## src/rtl/dimc_result_collector_if.sv

```systemverilog
// Result stream from the DIMC collector to the Spatz vector write-back path.
// Valid/ready handshake carrying a 32-bit word and its valid-nibble count.
interface dimc_result_collector_if;
    logic        out_valid_o;
    logic        out_ready_i;
    logic [31:0] out_data_o;
    logic [3:0]  out_nib_o;

    modport master (output out_valid_o, output out_data_o, output out_nib_o, input out_ready_i);
    modport slave  (input out_valid_o, input out_data_o, input out_nib_o, output out_ready_i);
endinterface

```

## src/rtl/dimc_result_collector.sv

```systemverilog
// Collects DIMC macro results: packs 4-bit quantised nibbles or forwards raw
// 24-bit partial sums, buffered in a show-ahead FIFO towards the vector unit.
module dimc_result_collector #(
    parameter int FIFO_DEPTH = 4,
    parameter int NIB_MAX    = 8
) (
    input  logic                 RCK,
    input  logic                 RESETn,
    input  logic                 READYN_i,
    input  logic [23:0]          PSOUT_i,
    input  logic                 SOUT_i,
    input  logic [2:0]           RES_OUT_i,
    input  logic                 cfg_raw_i,
    input  logic [3:0]           cfg_count_i,
    input  logic                 flush_i,
    input  logic                 clear_i,
    dimc_result_collector_if.master out,
    output logic                 full_o,
    output logic                 overflow_o
);

    localparam int AW = (FIFO_DEPTH > 1) ? $clog2(FIFO_DEPTH) : 1;
    localparam int CW = AW + 1;
    localparam logic [CW-1:0] FULL_FILL = CW'(FIFO_DEPTH);

    function automatic logic [3:0] norm_count(input logic [3:0] c);
        if (c == 4'd0 || 32'(c) > NIB_MAX) return 4'(NIB_MAX);
        return c;
    endfunction

    function automatic logic signed [31:0] sext_psum(input logic signed [23:0] p);
        return {{8{p[23]}}, p};
    endfunction

    logic               capture;
    logic [3:0]         nibble;
    logic signed [23:0] psum;
    logic [3:0]         cnt, cnt_inc, cnt_next;
    logic [31:0]        word, word_fill, word_next;
    logic               raw_lat, eff_raw;
    logic [3:0]         count_lat, eff_count;
    logic               push;
    logic [31:0]        push_data;
    logic [3:0]         push_nib;

    logic [31:0]        mem_data [FIFO_DEPTH];
    logic [3:0]         mem_nib  [FIFO_DEPTH];
    logic [AW-1:0]      rd_ptr, wr_ptr;
    logic [CW-1:0]      fill;
    logic               valid, pop, accept;

    // Packer: an empty counter means the next result or flush picks up fresh config
    always_comb begin
        capture   = !READYN_i;
        nibble    = {RES_OUT_i, SOUT_i};
        psum      = PSOUT_i;
        eff_raw   = (cnt == 4'd0) ? cfg_raw_i : raw_lat;
        eff_count = (cnt == 4'd0) ? norm_count(cfg_count_i) : count_lat;
        word_fill = word;
        if (capture && !eff_raw) word_fill[{cnt[2:0], 2'b00} +: 4] = nibble;
        cnt_inc   = cnt + {3'd0, capture};
        push      = 1'b0;
        push_data = word_fill;
        push_nib  = cnt_inc;
        cnt_next  = cnt_inc;
        word_next = word_fill;
        if (eff_raw) begin
            push      = capture;
            push_data = sext_psum(psum);
            push_nib  = 4'd1;
            cnt_next  = 4'd0;
            word_next = '0;
        end else if ((capture && cnt_inc == eff_count) || (flush_i && cnt_inc != 4'd0)) begin
            // A nibble that completes the word together with flush yields a single push
            push      = 1'b1;
            cnt_next  = 4'd0;
            word_next = '0;
        end
    end

    always_ff @(posedge RCK or negedge RESETn) begin
        if (!RESETn) begin
            cnt       <= '0;
            word      <= '0;
            raw_lat   <= 1'b0;
            count_lat <= '0;
        end else if (clear_i) begin
            cnt       <= '0;
            word      <= '0;
            raw_lat   <= 1'b0;
            count_lat <= '0;
        end else begin
            cnt  <= cnt_next;
            word <= word_next;
            if (cnt == 4'd0 && (capture || flush_i)) begin
                raw_lat   <= cfg_raw_i;
                count_lat <= norm_count(cfg_count_i);
            end
        end
    end

    // Output FIFO: a full FIFO still takes a word when the head leaves on the same edge
    always_comb begin
        valid  = (fill != '0);
        full_o = (fill == FULL_FILL);
        pop    = valid && out.out_ready_i;
        accept = push && (!full_o || pop);
    end

    always_ff @(posedge RCK) begin
        if (accept && !clear_i) begin
            mem_data[wr_ptr] <= push_data;
            mem_nib[wr_ptr]  <= push_nib;
        end
    end

    always_ff @(posedge RCK or negedge RESETn) begin
        if (!RESETn) begin
            rd_ptr     <= '0;
            wr_ptr     <= '0;
            fill       <= '0;
            overflow_o <= 1'b0;
        end else if (clear_i) begin
            rd_ptr     <= '0;
            wr_ptr     <= '0;
            fill       <= '0;
            overflow_o <= 1'b0;
        end else begin
            if (accept) wr_ptr <= wr_ptr + AW'(1);
            if (pop)    rd_ptr <= rd_ptr + AW'(1);
            fill <= fill + CW'(accept) - CW'(pop);
            if (push && !accept) overflow_o <= 1'b1;
        end
    end

    assign out.out_valid_o = valid;
    assign out.out_data_o  = valid ? mem_data[rd_ptr] : 32'd0;
    assign out.out_nib_o   = valid ? mem_nib[rd_ptr]  : 4'd0;

endmodule

```

## src/flat_wrapper.sv

```systemverilog
// flat-port wrapper written by rule: the top's interface ports become plain ports
module dimc_result_collector_flat 
#(
    parameter int FIFO_DEPTH = 4,
    parameter int NIB_MAX    = 8
)
  (RCK, RESETn, READYN_i, PSOUT_i, SOUT_i, RES_OUT_i, cfg_raw_i, cfg_count_i, flush_i, clear_i, full_o, overflow_o, out_out_valid_o, out_out_data_o, out_out_nib_o, out_out_ready_i);
  dimc_result_collector_if out_i ();
  input  logic RCK;
  input  logic RESETn;
  input  logic READYN_i;
  input  logic [23:0] PSOUT_i;
  input  logic SOUT_i;
  input  logic [2:0] RES_OUT_i;
  input  logic cfg_raw_i;
  input  logic [3:0] cfg_count_i;
  input  logic flush_i;
  input  logic clear_i;
  output logic full_o;
  output logic overflow_o;
  output wire logic [$bits(out_i.out_valid_o)-1:0] out_out_valid_o;
  output wire logic [$bits(out_i.out_data_o)-1:0] out_out_data_o;
  output wire logic [$bits(out_i.out_nib_o)-1:0] out_out_nib_o;
  input wire logic [$bits(out_i.out_ready_i)-1:0] out_out_ready_i;
  assign out_out_valid_o = out_i.out_valid_o;
  assign out_out_data_o = out_i.out_data_o;
  assign out_out_nib_o = out_i.out_nib_o;
  assign out_i.out_ready_i = out_out_ready_i;
  dimc_result_collector #(.FIFO_DEPTH(FIFO_DEPTH), .NIB_MAX(NIB_MAX)) u_core (.RCK(RCK), .RESETn(RESETn), .READYN_i(READYN_i), .PSOUT_i(PSOUT_i), .SOUT_i(SOUT_i), .RES_OUT_i(RES_OUT_i), .cfg_raw_i(cfg_raw_i), .cfg_count_i(cfg_count_i), .flush_i(flush_i), .clear_i(clear_i), .out(out_i), .full_o(full_o), .overflow_o(overflow_o));
endmodule
```

## config.mk

```make
export PLATFORM = sky130hd
export DESIGN_NAME = dimc_result_collector_flat
export DESIGN_NICKNAME = d
export VERILOG_FILES = /design/src/rtl/dimc_result_collector_if.sv /design/src/rtl/dimc_result_collector.sv /design/src/flat_wrapper.sv
export SDC_FILE = /design/constraint.sdc
export NUM_CORES = 1
export LEC_CHECK = 0
export ABC_CLOCK_PERIOD_IN_PS = 7550
export BUFFER_PORTS_ARGS = -buffer_cell sky130_fd_sc_hd__buf_2
export CAP_MARGIN = 20
export CORE_MARGIN = 1
export CORE_UTILIZATION = 55
export DETAILED_ROUTE_END_ITERATION = 6
export MAX_ROUTING_LAYER = met4
export PLACE_DENSITY_LB_ADDON = 0.05
export SLEW_MARGIN = 10
export SYNTH_ARGS = -nofsm -noshare
export SYNTH_HDL_FRONTEND = slang
export SYNTH_SLANG_ARGS = --single-unit
export TNS_END_PERCENT = 50
```

## constraint.sdc

```tcl
create_clock -name RCK -period 7.55 [get_ports RCK]
set_input_delay 1.1325 -clock RCK [delete_from_list [all_inputs] [get_ports RCK]]
set_output_delay 1.1325 -clock RCK [all_outputs]
set_load 0.02 [all_outputs]
```

; ---- Word level (Yosys, flattened, before mapping)
; Memories as Yosys holds them, arrays and structs flattened.
; Cells that the tools add are included.
[classes]
n_addsub = 6
n_mul = 0
div = 0
magnitude_cmp = 1
eq_ne = 2
n_shift = 2
muxes = 35
bitwise_logic = 0
n_reduce_logical = 25
[op_table]
columns = operator, count
row1 = 32-bit two-way mux, 6
row2 = 4-bit two-way mux, 11
row3 = 32-bit bitwise mux, 1
row4 = "4-bit by 7-bit variable shift with 32-bit output, first input constant", 1
row5 = 4-bit by 7-bit indexed part select with 32-bit output, 1
row6 = 1-bit two-way mux, 12
row7 = 1-bit logical AND, 8
row8 = 4-bit logical NOT, 2
row9 = 2-bit two-way mux, 4
row10 = 2-bit nonzero test, 4
row11 = 5-bit negation with 7-bit output, 1
row12 = 1-bit logical NOT, 5
row13 = "2-bit by 1-bit adder with 2-bit output, second input constant", 2
row14 = 4-bit by 1-bit adder with 4-bit output, 1
row15 = 4-bit == test, 1
row16 = "4-bit > comparator, second input constant", 1
row17 = 1-bit logical OR, 4
row18 = 4-bit nonzero test, 1
row19 = 3-bit by 1-bit adder with 3-bit output, 1
row20 = "3-bit == test, second input constant", 1
row21 = 3-bit two-way mux, 1
row22 = 3-bit nonzero test, 1
row23 = 3-bit by 1-bit subtractor with 3-bit output, 1
[word_totals]
regBits = 49
latchBits = 0
ram_bits = 144
romBits = 0
in_bits = 39
out_inout_bits = 39
word_cells = 81
mem_count = 2
[memory_table]
columns = name, depth, word_bits, read_ports, rd_clocked_by_memory_dff, write_ports, line_no
row1 = u_core.mem_data, 4, 32, 1, 0, 1, dimc_result_collector.sv:46  ; logic [31:0] mem_data [FIFO_DEPTH];
row2 = u_core.mem_nib, 4, 4, 1, 0, 1, dimc_result_collector.sv:47  ; logic [3:0] mem_nib [FIFO_DEPTH];

; ---- Logic depth before layout (Yosys ltp)
[depth]
ltp_word = 15
mapped_depth = 14
mapped_depth_nobuf = 14

; ---- Worst setup path before layout
; Ideal clock, no wire load.
[synth_path]
path_kind = input to register
startpoint = in READYN_i
endpoint = mem u_core.mem_data[0][0], enable pin
setup_ns = 0.482
t_arrival_ns = 5.113
required_time_ns = 7.068
path_slack_ns = 1.955
path_stages = 8
path_buffers = 0
path_cell_list = inv_1 > ha_1 > ha_1 > xnor2_1 > xor2_1 > nor2_1 > a32oi_2 > nor3b_1
[synth_between]
elab_chain_len = 11
elab_cells_between_ends = 13
cone_classes = 1 x add/sub / 1 x eq/ne / 4 x mux / 7 x reduce/logical
[synth_lines]
columns = item, line_no
row1 = from (decl), flat_wrapper.sv:11  ; input logic READYN_i;
row2 = 1-bit logical NOT (*), dimc_result_collector.sv:54  ; capture = !READYN_i;
row3 = 4-bit by 1-bit adder with 4-bit output, dimc_result_collector.sv:61  ; cnt_inc = cnt + {3'd0, capture};
row4 = 4-bit == test or 4-bit nonzero test (tied branches), dimc_result_collector.sv:73  ; end else if ((capture && cnt_inc == eff_count) || (flush_i && cnt_inc != 4'd0)) begin
row5 = 1-bit logical AND, dimc_result_collector.sv:73
row6 = 1-bit logical OR, dimc_result_collector.sv:73
row7 = 1-bit two-way mux, dimc_result_collector.sv:73
row8 = 1-bit two-way mux (*), dimc_result_collector.sv:67  ; if (eff_raw) begin
row9 = 1-bit logical AND (*), dimc_result_collector.sv:107  ; accept = push && (!full_o || pop);
row10 = 1-bit logical AND (*), dimc_result_collector.sv:111  ; if (accept && !clear_i) begin
row11 = 1-bit two-way mux (*), dimc_result_collector.sv:111
row12 = 1-bit two-way mux (not written as such) (*), dimc_result_collector.sv:112  ; mem_data[wr_ptr] <= push_data;
row13 = to (decl), dimc_result_collector.sv:46
; Mark *: on every way between the ends. The rest lies on a longest branch, timed or not.

; ---- Worst setup path in the final report
[layout_path]
startpoint = in READYN_i
endpoint = mem u_core.mem_nib[2][0], enable pin
[layout_between]
elab_chain_len = 11
elab_cells_between_ends = 13
cone_classes = 1 x add/sub / 1 x eq/ne / 4 x mux / 7 x reduce/logical
[layout_lines]
columns = item, line_no
row1 = 1-bit logical NOT (*), dimc_result_collector.sv:54
row2 = 4-bit by 1-bit adder with 4-bit output, dimc_result_collector.sv:61
row3 = 4-bit == test or 4-bit nonzero test (tied branches), dimc_result_collector.sv:73
row4 = 1-bit logical AND, dimc_result_collector.sv:73
row5 = 1-bit logical OR, dimc_result_collector.sv:73
row6 = 1-bit two-way mux, dimc_result_collector.sv:73
row7 = 1-bit two-way mux (*), dimc_result_collector.sv:67
row8 = 1-bit logical AND (*), dimc_result_collector.sv:107
row9 = 1-bit logical AND (*), dimc_result_collector.sv:111
row10 = 1-bit two-way mux (*), dimc_result_collector.sv:111
row11 = 1-bit two-way mux (not written as such) (*), dimc_result_collector.sv:113  ; mem_nib[wr_ptr] <= push_nib;
row12 = to (decl), dimc_result_collector.sv:47
; Marked as above.

==> reports/metrics.csv <==
metric,value,unit
status,finished clean,
synth.mux.area_fraction,14.8,%
syn_to_final_growth,14.0,%
rsz0062_at_grt,no,
tritoncts,done,
critical_path_class,in -> reg,
cts.repair.resized,0,
required,7640,ps
drcViolationCount,0,
critPathCaptureType,register,
yosysTopAreaCell,edfxtp_1,
routed_via_density,5.68,
worst_hold_path.num_cells,2,
maxCapViolCount,0,
drt-wirelength-per-cell,20.0,µm
setup_violations,0,
regArea,5550,µm²
finalSetupTns,0,ps
vdd_drop_max,0.232,mV
yosysSeqAreaShare,67.4,%
worst_pin_slew,958,ps
period_needed,4070,ps
gp_congestion,0.796,
crit_fanout,26,
drt_wl_total,16100,µm
synth.avg_cell_area,15.4,µm²
hold_violations,0,
die_area,15500,µm²
rows,44,
p_leak,3.60,nW
yosysTopAreaCellShare,52.5,%
synth-compound-area-share,2.80,%
holdBufCountCts,0,
netlist_area,8240,µm²
power.total,2.78,mW
grt_pass1_vias,4890,
drive_gt1_share,26.2,%
post_cts_buffers,0,
synth.distinct_cells,42,
yosys-top-cells-area,"edfxtp_1 52%, dfrtp_1 15%, mux4_2 9.8%, mux2i_1 4.5%, and2_1 2.8%",
syn_inst,535,
ios,78,
cp-start-kind,primary input,
antenna_cells_inserted,0,
synthSimpleGateAreaFrac,10.1,%
synth_common_cells,"144 x edfxtp_1, 56 x nor2_1, 49 x dfrtp_1",
drt_iter0_drc,306,
synth_nets,585,
synth_top_family_by_area,multiplexers,
track_usage,23.4,%
multi_input_area,2540,µm²
synth_most_common_cell,edfxtp_1,
start_util,56.5,%
clk_pin_slew_worst_paths,70,ps
nNetsFinal,660,
chipHeight,124,µm
drt.antenna.violating_nets,0,
ys_seq_elements,193,
finClkSkew,6.48,ps
min_path_type,reg -> reg,
grt_first_pass_wirelength,26500,µm
die_width,124,µm
cts_buffer_depth,2,
antenna_found_initial,0,
final.fill_count,1100,
drv_slew,0,
drt-pass1-iter-count,5,
cts_buffers,17,
vias,4587,
yosysWarnings,0,
io_buffers,77,
core_area,14600,µm²
clkSinkCount,193,
clkLatencyLatePin,430,ps
grt_max_degree,52,
grt_overflow,0,
htreeDepth,4,
synth_flop_cell,edfxtp_1,
r2r_cells,8,
max_slew_margin,35.9,%
fmax,0.246,GHz
synth_fa_ha_area_share,1.76,%
clock_tree.root_cell,clkbuf_16,
post-route-period-util,53.9,%
dp_hpwl,9640,µm
cp_data_arrival_time,4160,ps
powerDensity,296,nW/µm²
synthArstFlopShare,25.4,%
synthXorXnorAreaFrac,1.06,%
synth_edf_count,144,
[per-stage QoR]
step           cell area, µm²  setup slack (ps)  hold slack, ps  cells  util, %
6_report                 9390              3480             527    807     64.4
5_1_grt                  9390              3190             557    807     64.4
3_5_place_dp             8820              3000             518    774     60.4
2_1_floorplan            8240              1960             481    535        -
4_1_cts                  9360              3430             534    806     64.2
3_3_place_gp             8820              3150             508    774     60.4
[metal layers]
layer,global-route usage [%],up-vias,routed length (µm)
met4,8.58,0,266
met3,4.21,21,568
met2,36.1,96,7870
met5,-,-,0
li1,-,2121,-
met1,31.6,2349,7410
[flip-flops by register name, indices dropped and copies added, names as in the netlist]
name               count
u_core.cnt             4
u_core.rd_ptr          2
u_core.word           32
u_core.mem_nib        16
u_core.wr_ptr          2
u_core.raw_lat         1
u_core.fill            3
u_core.count_lat       4
u_core.overflow_o      1
u_core.mem_data      128
[cell usage in the layout, fill, tap and decap left out, drive strengths merged, types with 3 or more instances in the layout]
| cell | netlist | final |
|---|---|---|
| nand3 | 5 | 5 |
| clkinv | 0 | 7 |
| mux2 | 3 | 3 |
| clkbuf | 23 | 22 |
| xnor2 | 5 | 5 |
| xor2 | 5 | 5 |
| inv | 14 | 15 |
| mux4 | 36 | 36 |
| o21ai | 20 | 20 |
| mux2i | 37 | 37 |
| nor3b | 8 | 8 |
| and2 | 37 | 37 |
| edfxtp | 144 | 144 |
| nor2 | 57 | 57 |
| ha | 10 | 10 |
| nor2b | 5 | 5 |
| buf | 7 | 86 |
| nand2 | 34 | 34 |
| nor3 | 5 | 5 |
| dfrtp | 49 | 49 |
| a21oi | 14 | 14 |
[cells by family (layout without fill, tap and decap cells)]
kind of cell,Yosys count,in the layout
DFF,193,193
and+or+nand+nor,161,161
muxes,76,76
buffers and inverters,44,132
AOI/OAI and AO/OA,40,40
adders and majority gates,11,11
xor gates and xnor gates,10,10
[layout make-up]
type | instances | share of cell area, %
clock buffer | 22 | 5.16
clock inverter | 10 | 0.626
inverter | 14 | 0.560
multi-input combinational | 298 | 27.0
sequential | 193 | 59.2
tap | 184 | 2.45
timing repair buffer | 86 | 5.04
[report_power, final]
part / internal (mW) / total, mW / switching, mW
clock: 0.453 / 0.828 / 0.376
sequential: 1.20 / 1.27 / 0.0647
combinational: 0.295 / 0.682 / 0.387
total: 1.95 / 2.78 / 0.828
[worst paths after layout]
kind / from / end / slack [ps]
max: READYN_i / u_core.mem_nib[2][0] / 3480
min: u_core.count_lat[3] / u_core.count_lat[3] / 530
max reg2reg: u_core.cnt[0] / u_core.mem_nib[2][0] / 3750
min reg2reg: u_core.count_lat[3] / u_core.count_lat[3] / 530
max in group asynchronous: RESETn / u_core.rd_ptr[0] / 6260
min in group asynchronous: RESETn / u_core.fill[1] / 810
[worst max-delay path: stages]
cell	delay [ps]
buf_2	110
inv_1	90
ha_1	230
ha_1	210
xnor2_1	330
xor2_1	120
nor2_1	290
a32oi_2	290
nor3b_2	830
buf_4	490
Note: power is estimated with default switching activity, not from simulation.
